`src/rtl/score_keeper_pkg.sv`:
```
// Shared defaults, FSM state encoding and BCD helper for score_keeper.
package score_keeper_pkg;
  localparam int COL_W_DEF        = 10;
  localparam int MISS_COL_DEF     = 2;
  localparam int SERVE_FRAMES_DEF = 60;
  localparam int HOLD_W           = 8;

  typedef enum logic {
    ST_PLAY = 1'b0,
    ST_HOLD = 1'b1
  } state_t;

  // Two-digit BCD increment that sticks at 99.
  function automatic logic [7:0] bcd_inc_sat(input logic [7:0] v);
    logic [3:0] tens;
    logic [3:0] units;
    tens  = v[7:4];
    units = v[3:0];
    if (v == 8'h99) return v;
    if (units == 4'd9) return {tens + 4'd1, 4'd0};
    return {tens, units + 4'd1};
  endfunction
endpackage

```
`src/rtl/score_keeper_bcd_counter_2d.sv`:
```
// Two-digit BCD counter with synchronous clear (priority) and saturating increment.
module bcd_counter_2d
  import score_keeper_pkg::*;
(
  input  logic       clk,
  input  logic       rst_n,
  input  logic       inc,
  input  logic       clr,
  output logic [7:0] value
);

  always_ff @(posedge clk or negedge rst_n) begin
    if (!rst_n)   value <= 8'h00;
    else if (clr) value <= 8'h00;
    else if (inc) value <= bcd_inc_sat(value);
  end

endmodule

```
`src/rtl/score_keeper.sv`:
```
// Per-frame hit/miss judge with BCD rally score and post-miss serve hold-off.
// Define SCORE_BEST_EN to build the best-rally register driving o_Best.
//
// state   | meaning
// --------+----------------------------------------------------------
// ST_PLAY | rally live; each frame end may score a hit or judge a miss
// ST_HOLD | after a miss; o_Freeze high, counts frames down to serve
module score_keeper
  import score_keeper_pkg::*;
#(
  parameter int p_COL_W        = COL_W_DEF,
  parameter int p_MISS_COL     = MISS_COL_DEF,
  parameter int p_SERVE_FRAMES = SERVE_FRAMES_DEF
) (
  input  logic       i_Clk,
  input  logic       i_Rst_N,
  input  logic       i_HReset,
  input  logic       i_VReset,
  input  logic       i_HBlank,
  input  logic       i_VBlank,
  input  logic       i_Paddle_Video,
  input  logic       i_Ball_Video,
  output logic       o_Hit,
  output logic       o_Miss,
  output logic       o_Serve,
  output logic       o_Freeze,
  output logic [7:0] o_Score,
  output logic [7:0] o_Best
);

  localparam logic [p_COL_W-1:0] COL_ONE  = 1;
  localparam logic [p_COL_W-1:0] MISS_COL = p_COL_W'(p_MISS_COL);
  localparam logic [HOLD_W-1:0]  HOLD_ONE = 1;
  localparam logic [HOLD_W-1:0]  SERVE_N  = HOLD_W'(p_SERVE_FRAMES);

  logic [p_COL_W-1:0] col;
  logic               overlap_flag, edge_flag, prev_overlap;
  logic               set_overlap, set_edge, active;
  state_t             state, state_nxt;
  logic [HOLD_W-1:0]  hold, hold_nxt;
  logic               hit_nxt, miss_nxt, serve_nxt;

  assign active      = !i_HBlank && !i_VBlank;
  assign set_overlap = active && i_Paddle_Video && i_Ball_Video;
  assign set_edge    = active && i_Ball_Video && (col < MISS_COL);

  always_ff @(posedge i_Clk or negedge i_Rst_N) begin
    if (!i_Rst_N)                 col <= '0;
    else if (i_HReset)            col <= '0;
    else if (!i_HBlank && col != '1) col <= col + COL_ONE;
  end

  // A flag set in the evaluation cycle belongs to the next frame, so set beats clear.
  always_ff @(posedge i_Clk or negedge i_Rst_N) begin
    if (!i_Rst_N) begin
      overlap_flag <= 1'b0;
      edge_flag    <= 1'b0;
      prev_overlap <= 1'b0;
    end else begin
      if (set_overlap)   overlap_flag <= 1'b1;
      else if (i_VReset) overlap_flag <= 1'b0;
      if (set_edge)      edge_flag <= 1'b1;
      else if (i_VReset) edge_flag <= 1'b0;
      if (i_VReset)      prev_overlap <= overlap_flag;
    end
  end

  always_ff @(posedge i_Clk or negedge i_Rst_N) begin
    if (!i_Rst_N) begin
      state   <= ST_PLAY;
      hold    <= '0;
      o_Hit   <= 1'b0;
      o_Miss  <= 1'b0;
      o_Serve <= 1'b0;
    end else begin
      state   <= state_nxt;
      hold    <= hold_nxt;
      o_Hit   <= hit_nxt;
      o_Miss  <= miss_nxt;
      o_Serve <= serve_nxt;
    end
  end

  always_comb begin
    state_nxt = state;
    hold_nxt  = hold;
    hit_nxt   = 1'b0;
    miss_nxt  = 1'b0;
    serve_nxt = 1'b0;
    if (i_VReset) begin
      case (state)
        ST_PLAY: begin
          if (overlap_flag && !prev_overlap) begin
            hit_nxt = 1'b1;
          end else if (edge_flag) begin
            miss_nxt  = 1'b1;
            hold_nxt  = SERVE_N;
            state_nxt = ST_HOLD;
          end
        end
        ST_HOLD: begin
          if (hold == HOLD_ONE) begin
            serve_nxt = 1'b1;
            hold_nxt  = '0;
            state_nxt = ST_PLAY;
          end else begin
            hold_nxt = hold - HOLD_ONE;
          end
        end
      endcase
    end
  end

  assign o_Freeze = (state == ST_HOLD);

  bcd_counter_2d u_score (
    .clk   (i_Clk),
    .rst_n (i_Rst_N),
    .inc   (hit_nxt),
    .clr   (miss_nxt),
    .value (o_Score)
  );

`ifdef SCORE_BEST_EN
  logic [7:0] best;

  // BCD digits order the same as binary, so a plain compare is valid.
  always_ff @(posedge i_Clk or negedge i_Rst_N) begin
    if (!i_Rst_N)                       best <= 8'h00;
    else if (miss_nxt && o_Score > best) best <= o_Score;
  end

  assign o_Best = best;
`else
  assign o_Best = 8'h00;
`endif

endmodule

```
`config.mk`:
```
export PLATFORM = sky130hd
export DESIGN_NAME = score_keeper
export DESIGN_NICKNAME = d
export VERILOG_FILES = /design/src/rtl/score_keeper_pkg.sv /design/src/rtl/score_keeper_bcd_counter_2d.sv /design/src/rtl/score_keeper.sv
export SDC_FILE = /design/constraint.sdc
export NUM_CORES = 1
export LEC_CHECK = 0
export BUFFER_PORTS_ARGS = -buffer_cell sky130_fd_sc_hd__clkbuf_2
export CAP_MARGIN = 15
export CORE_AREA = 4 4 60 62
export CTS_BUF_LIST = sky130_fd_sc_hd__clkbuf_4
export DETAILED_ROUTE_END_ITERATION = 7
export DIE_AREA = 0 0 64 66
export PLACE_DENSITY = 0.89
export SLEW_MARGIN = 10
export SYNTH_ARGS = -nofsm -noshare
export SYNTH_HDL_FRONTEND = slang
export SYNTH_HIERARCHICAL = 1
export SYNTH_SLANG_ARGS = --single-unit
```
`constraint.sdc`:
```
create_clock -name i_Clk -period 4.7 [get_ports i_Clk]
set_clock_uncertainty 0.2 [all_clocks]
set_input_delay 0.94 -clock i_Clk [delete_from_list [all_inputs] [get_ports i_Clk]]
set_output_delay 0.94 -clock i_Clk [all_outputs]
set_load 0.005 [all_outputs]
```
## Yosys cells after proc, flatten, opt, wreduce, memory -nomap -nowiden

Cells that the tools add are included.

- $add $sub $neg: 4
- Multiply operators: 0
- Divide/modulo/power cells: 0
- Order comparisons: 1
- Eq/ne operators: 6
- Shifts and indexed selects: 0
- Multiplexer cells: 34
- Bitwise gates (word level): 1
- Reductions and logical operators: 17

Operator list:

| kind | number |
|---|---|
| 2-to-1 mux 8 bit | 9 |
| 2-to-1 mux 1 bit | 21 |
| 2-to-1 mux 10 bit | 2 |
| one-hot mux 8 bit (2 select lines) | 1 |
| adder 10 x 1 -> 10 bit (second input constant) | 1 |
| less-than comparator 10 x 2 -> 1 bit (second input constant) | 1 |
| inequality test 10 bit (second input constant) | 1 |
| adder 4 x 1 -> 4 bit (second input constant) | 2 |
| equality test 8 x 1 -> 1 bit (second input constant) | 1 |
| equality test 8 bit (second input constant) | 1 |
| nonzero test 2 bit | 4 |
| subtractor 8 x 1 -> 8 bit (second input constant) | 1 |
| logical AND 1 bit | 7 |
| equality test 4 bit (second input constant) | 1 |
| inequality test 2 bit (second input constant) | 2 |
| logical NOT 1 bit | 3 |
| AND reduction 3 bit | 1 |
| nonzero test 3 bit | 1 |
| one-hot mux 1 bit (2 select lines) | 1 |
| AND reduction 2 bit | 1 |
| NOT 1 bit | 1 |

- Bits in registers: 33
- Bits in latches: 0
- Bits in writable memories: 0
- ROM bits: 0
- Input port bits: 8
- Logic and storage cells: 74
- Memories kept: 0

## Logic depth before layout (Yosys ltp)

- Depth in word-level cells: 14
- Gate-level depth with buffers: 7

## Modules after synthesis

The synthesis kept the hierarchy.

Modules (own cells, without submodules):

| module | instances | cells an instance | area each (µm²) |
|---|---|---|---|
| score_keeper | 1 | 139 | 1386.3 |
| bcd_counter_2d | 1 | 49 | 475.5 |

## Least setup slack after synthesis

Ideal clock, no wire load.

- Path type: input port to flip-flop
- From: input i_VReset
- To: register u_score.value[4]
- Arrival: 2426 ps
- Data required time: 4422 ps
- Path slack: 1996 ps
- Stages: 6
- Path buffers: 1
- Cells stage by stage: buf_4 > inv_1 > nor3_1 > nand4b_1 > or3_2 > a21oi_1

- Longest elaborated chain between the ends: 3
- Elaborated cells on any way between the ends: 6
- Those cells by class: mux: 3; reduce/logical: 3

RTL lines:

| item | RTL line | source |
|---|---|---|
| from (decl) | score_keeper.sv:18 | `input logic i_VReset,` |
| 2-to-1 mux 1 bit | score_keeper.sv:90 | `if (i_VReset) begin` |
| via hit_nxt | score_keeper.sv:41 | `logic hit_nxt, miss_nxt, serve_nxt;` |
| nonzero test 2 bit (no source line) | -- |  |
| AND reduction 2 bit (no source line) | -- |  |
| to (signal assigned) | score_keeper_bcd_counter_2d.sv:15 | `else if (inc) value <= bcd_inc_sat(value);` |
| to (decl) | score_keeper_bcd_counter_2d.sv:9 | `output logic [7:0] value` |

The timed path passes the listed nets, and every way through them passes these cells.
A chain may end at the register's enable or synchronous reset.

## Final worst setup path

Same ends and word-level chain as after synthesis.

==> key figures <==
Die
  – I/O pin count: 28
  – Core area: 0.003028 mm^2
  – Cell Rows: 20
  – Die H: 66 um
  – Die area: 0.004224 mm^2
  – Die W: 64 um
  – Initial core utilization: 61.49%

Timing
  – Final setup vio count: 0
  – Tmin final: 2.712 ns
  – Tcrit/Tclk final: 57.71%
  – Actual slew at the worst max-slew pin: 0.7982 ns
  – Fin worst setup slack: 1.988 ns
  – Relative slew slack: 46.79%
  – Max Clock Freq: 368.7 MHz
  – Hold Fails Final Rpt: 0
  – Slew Viols, Final: 0
  – Setup TNS: 0 ns
  – RSZ-0062 raised after global routing: false

Worst setup path
  – Critical-path cell list: clkbuf_2, inv_1, nor3_1, nand4b_1, or3_2, a21oi_1
  – Critical Path Max Stage Delay: 0.59 ns
  – Worst-path fanout max: 11
  – R2R depth: 4
  – FF-to-FF setup slack: 2.30 ns
  – Crit Path Category: in -> reg
  – Worst endpoint required time: 4.77 ns
  – FF-to-FF End: u_score/value[4]$_DFFE_PN0P_
  – Slowest cell on the critical path: nor3_1
  – Reg2reg start: o_Freeze$_DFFE_PN0P_
  – Critical Path Sink Type: register
  – Startpoint Class: input port
  – CP arrival: 2.78 ns

Synthesis
  – Seq cells post-synth: 33
  – Ys flop type: dfrtp_1
  – Share of the synthesized area in the top cell type: 44.35%
  – Post-synthesis cell type count: 49
  – EDFF count, synth: 0
  – Post-synthesis async set-or-reset flop share: 100.0%
  – Avg Cell Area, Syn: 9.903 um^2
  – Gate Count Post-Synth: 188
  – Seq/Total Area, Yosys: 44.35%
  – Synthesis Warnings: 6
  – Post-synth top area cell: dfrtp_1
  – Synth top area cells: dfrtp_1, ha_1, buf_4
  – Post-Syn Area: 0.001862 mm^2

Layout
  – FF+latch area: 825.8 um^2
  – Layout cells sized above 1: 17.79%
  – NumNets Final: 222
  – Fin util: 66.16%
  – Most frequent cells in the layout: dfrtp_1, clkbuf_2, nand3_1, nor2_1
  – Area growth from synthesis to layout: 7.594%
  – Antenna cells: 0
  – Multi-input logic area: 947.2 um^2
  – Fillers: 258
  – Commonest non-fill, non-tap cell in the layout: dfrtp_1

Global routing
  – GRT Resource Usage Total: 18.89%
  – Number of global-route vias before repair: 1307
  – Antenna violations before repair: 0
  – GRT overflow: 0
  – Global-route wire length before repair: 6.078 mm
  – Largest net degree at the start of global routing: 34

Place
  – Final GP Congestion: 0.8336
  – Port bufs: 19
  – Hpwl dp: 2.583 mm
  – Pre-CTS setup slack: 1.651 ns

CTS
  – Root Buffer: clkbuf_4
  – Clock Sinks: 33
  – Max Buffers Root-to-Sink: 2
  – Max H-tree Level: 2
  – Setup Buffers After CTS: 0
  – CTS tree: done
  – Cts hold-fix bufs: 0
  – # resized after CTS: 0
  – Clock transition at path regs: 0.09 ns
  – Worst-Skew Late Latency: 0.34 ns
  – Total CTS buffers: 5

Worst hold path
  – Hold Path Class: reg -> reg
  – Hold Path Cell Cnt: 1
  – HP Start: prev_overlap$_DFFE_PN0P_
  – Hold path endpoint: prev_overlap$_DFFE_PN0P_

Route
  – DRT Pass-1 Iters: 4
  – Antenna Nets Post-Route: 0
  – WL per Instance: 14.44 um
  – Vias per cell: 5.802
  – Detailed Route Iter0 Violations: 78
  – DRC violations left: 0
  – Final WL: 3.639 mm
  – Via count: 1462

Run status
  – Status: completed

Pwr
  – Worst vdd ir: 0.2167 mV
  – Lkg Pwr: 0.9010 nW
  – Pwr dens: 329.0 mW/mm^2
  – Tot Pwr: 659.1 uW

Job
  – Max-Cap Viols: 0
[how the worst max path moves through the flow]
| stage | from | to | slack (ns) |
|---|---|---|---|
| after floorplan | i_VReset | u_score/value[4]$_DFFE_PN0P_ | 2.00 |
| after global placement | i_VReset | u_score/value[4]$_DFFE_PN0P_ | 1.73 |
| after detailed placement | i_VReset | u_score/value[6]$_DFFE_PN0P_ | 1.65 |
| after CTS | i_VReset | u_score/value[6]$_DFFE_PN0P_ | 2.00 |
| after global routing | i_VReset | u_score/value[5]$_DFFE_PN0P_ | 1.76 |
| final | i_VReset | u_score/value[4]$_DFFE_PN0P_ | 1.99 |
[cells in the mapped netlist, types with 2 or more instances]
cell type  instances
nand4_1            2
nor3_1             9
dfrtp_1           33
or3_1              2
o22ai_1            2
or3_2              3
a22o_1             6
or4_1              2
nand3_1           11
ha_1               7
o211ai_1           2
xnor2_1            4
a31oi_1            3
and3_1             3
a32o_1             2
mux2_2             2
nand2_1            8
o31ai_1            4
mux2i_1            4
nand3b_1           5
a311oi_1           2
nand2b_1           3
a21oi_1            7
o21ai_0            8
clkbuf_1           3
inv_1              8
nor2_1            11
buf_4             10
nor2b_1            2
[state kept, by name, indices dropped and copies added (netlist names)]
name / count
o_Freeze: 1
overlap_flag: 1
hold: 8
u_score/value: 8
col: 10
o_Miss: 1
prev_overlap: 1
o_Serve: 1
o_Hit: 1
edge_flag: 1
[stage by stage]
step / hold slack, ns / instances / area [um^2]
after global placement: 0.2613 / 244 / 1948
after detailed placement: 0.2882 / 244 / 1948
after CTS: 0.3095 / 252 / 1998
after global routing: 0.3411 / 252 / 2003
after floorplan: 0.2431 / 195 / 1888
final: 0.3071 / 252 / 2003
[critical path, delay by kind of cell]
family / cells / cell delay (ns)
AND/OR/NAND/NOR: 3 / 1.36
buffers and inverters: 2 / 0.32
AO/OA/AOI/OAI: 1 / 0.15
[power by group]
group	internal [mW]	switching (mW)
Sequential	0.316	0.0424
Combinational	0.0679	0.0865
Clock	0.0540	0.0926
Total	0.437	0.222
[cell families (layout without fill, tap and decap cells)]
group,count (synthesis),in the layout,synth area share [%]
compound gates,43,43,15.93
fa+ha+maj,7,7,4.704
buf+inv,22,35,6.451
other cells,1,8,0.2014
xor+xnor,4,4,1.882
simple gates,72,72,23.12
flops,33,33,44.35
mux,6,6,3.360
[area by class of cell]
class                      count  area share [%]
clock inverter                 3          0.6246
clock buffer                   5           1.874
timing repair buffer          19           4.747
multi-input combinational    140           47.28
inverter                       8           1.499
sequential                    33           41.22
tap                           44           2.748
[per-layer routing]
layer  vias up  GRT usage [%]  part of all wire [%]  wire, um
li1        718              -                     -         -
met1       712          25.11                    47      1710
met2        25          28.77                    47      1719
met3         7          5.952                   4.4       161
met4         0          7.278                   1.3        48
met5         -              0                     0         0
Power figures use the tool's default switching activity.
